[src/rtl/to_montgomery_32bit.sv]
// ---------------------------------------------------------------------------
// to_montgomery_32bit
//
// Converts a signed 32-bit coefficient into the Montgomery domain used by the
// Dilithium NTT datapath: t = a * 2^32 mod q, with q = 8380417.
// The value is multiplied by R2 = 2^64 mod q, and one Montgomery reduction
// then divides by 2^32. That leaves a * 2^32 (mod q).
//
// Ports:
//   clock  in   1   system clock, rising edge
//   reset  in   1   synchronous active-low reset
//   start  in   1   conversion request, sampled only while idle
//   a      in   32  signed input coefficient, |a| < 2^31
//   busy   out  1   high from the cycle after accept until done
//   done   out  1   one-cycle completion pulse
//   t      out  32  signed result, held until the next completion
// ---------------------------------------------------------------------------
module to_montgomery_32bit #(
    parameter logic signed [31:0] Q         = 32'sd8380417,
    parameter logic signed [31:0] QINV      = 32'sd58728449,
    parameter logic signed [31:0] R2        = 32'sd2365951,
    parameter bit                 CANONICAL = 1'b1
) (
    input  logic        clock,
    input  logic        reset,
    input  logic        start,
    input  logic [31:0] a,
    output logic        busy,
    output logic        done,
    output logic [31:0] t
);

    typedef enum logic [2:0] {
        IDLE = 3'd0,
        MUL  = 3'd1,
        RED1 = 3'd2,
        RED2 = 3'd3,
        FIX  = 3'd4
    } state_t;

    state_t             state_q, state_d;
    logic signed [31:0] a_q, a_d;
    logic signed [63:0] p_q, p_d;
    logic signed [31:0] m_q, m_d;
    logic signed [31:0] traw_q, traw_d;
    logic        [31:0] t_q, t_d;
    logic               done_q, done_d;
    logic               busy_q, busy_d;

    // Datapath operands. Everything is sign-extended to 64 bits so that the
    // products keep their sign.
    logic signed [63:0] a_ext_s;
    logic signed [63:0] r2_ext_s;
    logic signed [63:0] m_ext_s;
    logic signed [63:0] q_ext_s;
    logic signed [63:0] prod_s;
    logic        [31:0] m_prod_s;
    logic signed [63:0] mq_s;
    logic signed [63:0] diff_s;
    logic        [31:0] unused_low_s;

    assign a_ext_s  = {{32{a_q[31]}}, a_q};
    assign r2_ext_s = {{32{R2[31]}}, R2};
    assign m_ext_s  = {{32{m_q[31]}}, m_q};
    assign q_ext_s  = {{32{Q[31]}}, Q};
    assign prod_s   = a_ext_s * r2_ext_s;

    // Only the low word matters: m = p * q^-1 mod 2^32.
    // The product wraps on purpose.
    assign m_prod_s = p_q[31:0] * QINV;

    assign mq_s     = m_ext_s * q_ext_s;

    // m*q matches p in the low 32 bits, so the difference is an exact
    // multiple of 2^32. Its upper word is the arithmetic shift by 32.
    assign diff_s       = p_q - mq_s;
    assign unused_low_s = diff_s[31:0];

    // Next-state and datapath control for the five-step conversion.
    always_comb begin
        state_d = state_q;
        a_d     = a_q;
        p_d     = p_q;
        m_d     = m_q;
        traw_d  = traw_q;
        t_d     = t_q;
        done_d  = 1'b0;
        busy_d  = busy_q;
        case (state_q)
            IDLE: begin
                if (start == 1'b1) begin
                    a_d     = a;
                    busy_d  = 1'b1;
                    state_d = MUL;
                end else begin
                    state_d = IDLE;
                end
            end
            MUL: begin
                p_d     = prod_s;
                state_d = RED1;
            end
            RED1: begin
                m_d     = m_prod_s;
                state_d = RED2;
            end
            RED2: begin
                traw_d  = diff_s[63:32];
                state_d = FIX;
            end
            FIX: begin
                // traw lies in (-q, q). One conditional add of q makes it
                // canonical.
                if (CANONICAL && traw_q[31]) begin
                    t_d = traw_q + Q;
                end else begin
                    t_d = traw_q;
                end
                done_d  = 1'b1;
                busy_d  = 1'b0;
                state_d = IDLE;
            end
            default: begin
                busy_d  = 1'b0;
                state_d = IDLE;
            end
        endcase
    end

    // State and datapath registers with synchronous active-low reset.
    always_ff @(posedge clock) begin
        if (reset == 1'b0) begin
            state_q <= IDLE;
            a_q     <= 32'sd0;
            p_q     <= 64'sd0;
            m_q     <= 32'sd0;
            traw_q  <= 32'sd0;
            t_q     <= 32'd0;
            done_q  <= 1'b0;
            busy_q  <= 1'b0;
        end else begin
            state_q <= state_d;
            a_q     <= a_d;
            p_q     <= p_d;
            m_q     <= m_d;
            traw_q  <= traw_d;
            t_q     <= t_d;
            done_q  <= done_d;
            busy_q  <= busy_d;
        end
    end

    assign busy = busy_q;
    assign done = done_q;
    assign t    = t_q;

endmodule

[config.mk]
export PLATFORM = sky130hd
export DESIGN_NAME = to_montgomery_32bit
export DESIGN_NICKNAME = d
export VERILOG_FILES = /design/src/rtl/to_montgomery_32bit.sv
export SDC_FILE = /design/constraint.sdc
export NUM_CORES = 2
export LEC_CHECK = 0
export CAP_MARGIN = 20
export CORE_MARGIN = 8
export CORE_UTILIZATION = 60
export DETAILED_ROUTE_END_ITERATION = 12
export HOLD_SLACK_MARGIN = 0.08
export PLACE_DENSITY_LB_ADDON = 0.3
export SETUP_SLACK_MARGIN = 0.4
export SLEW_MARGIN = 25
export SYNTH_ARGS = -nofsm -noshare
export SYNTH_HDL_FRONTEND = slang
export SYNTH_SLANG_ARGS = --single-unit
[constraint.sdc]
create_clock -name clock -period 21.7 [get_ports clock]
set_clock_uncertainty 0.1 [all_clocks]
set_input_delay 2.17 -clock clock [delete_from_list [all_inputs] [get_ports clock]]
set_output_delay 2.17 -clock clock [all_outputs]
set_load 0.02 [all_outputs]
==> flow_summary.ini <==
[logic_synthesis]
syn_inst = 4084
synth_top_area_cell = fa_1
syn-cell-area_um2 = 36910
synth_top_area_share = 0.3276
yosys_warnings = 0
synth_area_leaders = fa_1 33%, ha_1 23%, inv_1 12%
ys_ff_latch = 188
ys_types = 74
synth_area_per_cell_um2 = 9.037
synthMostInstantiatedCell = inv_1
synth_edf_count = 0
async_flop_share = 0
seq_area_frac_synth = 0.1020
synth_nets = 5393
ys.flop_type = dfxtp_1
ys_top_cells_by_count = 1146 x inv_1, 670 x ha_1, 604 x fa_1

[die]
die_w_um = 264.0
initial_core_util = 0.6025
core_area_um2 = 61260
row_count = 91
dieArea_um2 = 69710
die_h_um = 264.0
pin_count = 69

[clocking]
cts_hold_buf = 0
clk_latency_ns = 0.51
cts_made_buffers = 17
h-tree-depth = 4
clock_path_buffers = 2
clkSlewWorstSetupHoldPaths_ns = 0.09
cts_setup_buffers = 0
clock_sinks = 188
cts_root_buf = clkbuf_16
post_cts_resized = 0
cts_tree = yes

[timing]
final.setup.tns_ns = 0
slew_viol_final = 0
min_period_ns = 7.748
hold_violations = 0
max_freq_ghz = 0.1291
finalCritPeriodShare = 0.3571
worst_pin_slew_ns = 0.9757
grt_setup_unrepaired = no
relSlewSlack = 0.3495
setup_viol = 0

[routing]
first_pass_iters = 5
vias = 26620
drt_iter0_markers = 1641
route.detailed.drc = 0
drt-wirelength-per-cell_um = 18.20
vias_per_cell = 5.425
routed_wl_mm = 89.32
ant_nets = 0

[outcome]
status = finished, final reports clean

[critical_path]
cpMostUsedCell = fa_1
cp_max_fo = 7
max_stage_delay_ns = 0.71
arrival_ns = 8.02
path_delay_family = adder cells
path_class = reg2reg
crit_path_end_kind = flip-flop
critPathLaunchType = flip-flop
path_buf_inv = 4
cp_slowest_cell = dfxtp_1
crit_required_ns = 21.98
crit_chain = inv_1, fa_1, fa_1, fa_1, inv_1, fa_1, inv_1, fa_1, inv_1, fa_1, fa_1, ha_1, a21oi_1, o211ai_1, a221oi_1, a2111oi_0, o2111ai_1, nand3b_1, a221o_1, a21oi_1, xor2_1, a21oi_1

[global_route]
grt_usage = 0.2631
grt_pass1_vias = 28310
grt_use_met1 = 0.3284
top_usage_layer = met2
use_met3 = 0.03003
met2_usage = 0.4653
overflow = 0
grt_antenna_before_repair = 0
grt_max_degree = 87
grt_pass1_wl_mm = 146.2

[finish]
area_delta_synth_final_pct = 5.800
final_cell_area_um2 = 39050
n_antenna_cell = 0
drive_gt1_frac = 0.01870
final_util = 0.6375
fill_cells = 5107
layout.cells.non_filler = 4907
nets = 5413

[place]
dpl.hpwl_mm = 77.66
port_buffers = 68
placed_cell_area_um2 = 38400
dp.cells = 4875
gp_congestion = 1.036

[flow_run]
drv_cap = 0

[min_path]
holdCritPathClass = reg2reg
-- area by class of cell --
| class | instances | area, um2 | area share |
|---|---|---|---|
| Sequential cell | 188 | 3767 | 0.09648 |
| Timing Repair Buffer | 83 | 793.3 | 0.02031 |
| Tap cell | 790 | 988.4 | 0.02531 |
| Multi-Input combinational cell | 2667 | 28550 | 0.7311 |
| Clock buffer | 17 | 425.4 | 0.01089 |
| Clock inverter | 15 | 217.7 | 0.005575 |
| Inverter | 1147 | 4308 | 0.1103 |
-- final timing paths --
| check | startpoint | to | slack [ns] | cells after the start |
|---|---|---|---|---|
| worst min register to register | p_q[36] | p_q[36] | 0.36 | 2 |
| worst max register to register | a_q[19] | p_q[52] | 13.95 | 22 |
| worst min-delay path | p_q[36] | p_q[36] | 0.36 | 2 |
| worst max-delay path | a_q[19] | p_q[52] | 13.95 | 22 |
-- sequential cells by signal, summed over array words and instances, names as in the netlist --
name     flops
p_q         55
a_q         32
m_q         32
t           32
traw_q      32
state_q      3
busy         1
done         1
-- per-stage QoR --
stage          hold WS (ns)  worst slack, ns
2_1_floorplan        0.3319            13.84
3_3_place_gp         0.3414            14.01
3_5_place_dp         0.3467            13.99
4_1_cts              0.3564            13.96
5_1_grt              0.3862            13.69
6_report             0.3565            13.95
-- cell families (layout without fill, tap and decap cells) --
kind of cell / Yosys count / after routing / share of synthesized area
muxes: 8 / 8 / 0.002407
and+or+nand+nor: 649 / 649 / 0.07949
xor gates and xnor gates: 167 / 167 / 0.03963
DFF: 188 / 188 / 0.1020
buffers and inverters: 1229 / 1262 / 0.1250
adders and majority gates: 1274 / 1274 / 0.5547
AOI/OAI and AO/OA: 569 / 569 / 0.09678
-- worst min-delay path: stages (launching register included) --
cell and delay, ns:
dfxtp_1 0.32, nand2_1 0.05, a21oi_1 0.05
-- routing by layer --
layer	vias to the layer above	part of all wire
met2	592	0.50
li1	12730	-
met5	-	0
met3	178	0.039
met1	13120	0.42
met4	0	0.039
-- cell usage in the layout (no fill, tap or decap), drive strengths merged, types with 20 or more instances in the layout --
cell           instances
xnor2                110
nand3                 44
nor2                 104
fa                   604
xor2                  57
a21o                  70
ha                   670
nand4                 23
a211oi                46
o21ai                 91
o21bai                20
inv                 1158
nand2                334
clkdlybuf4s50         68
dfxtp                188
a21oi                226
Power is left out: the tool's default activity adds up to more than one toggle a clock period on the data nets, which glitch-free logic cannot reach.
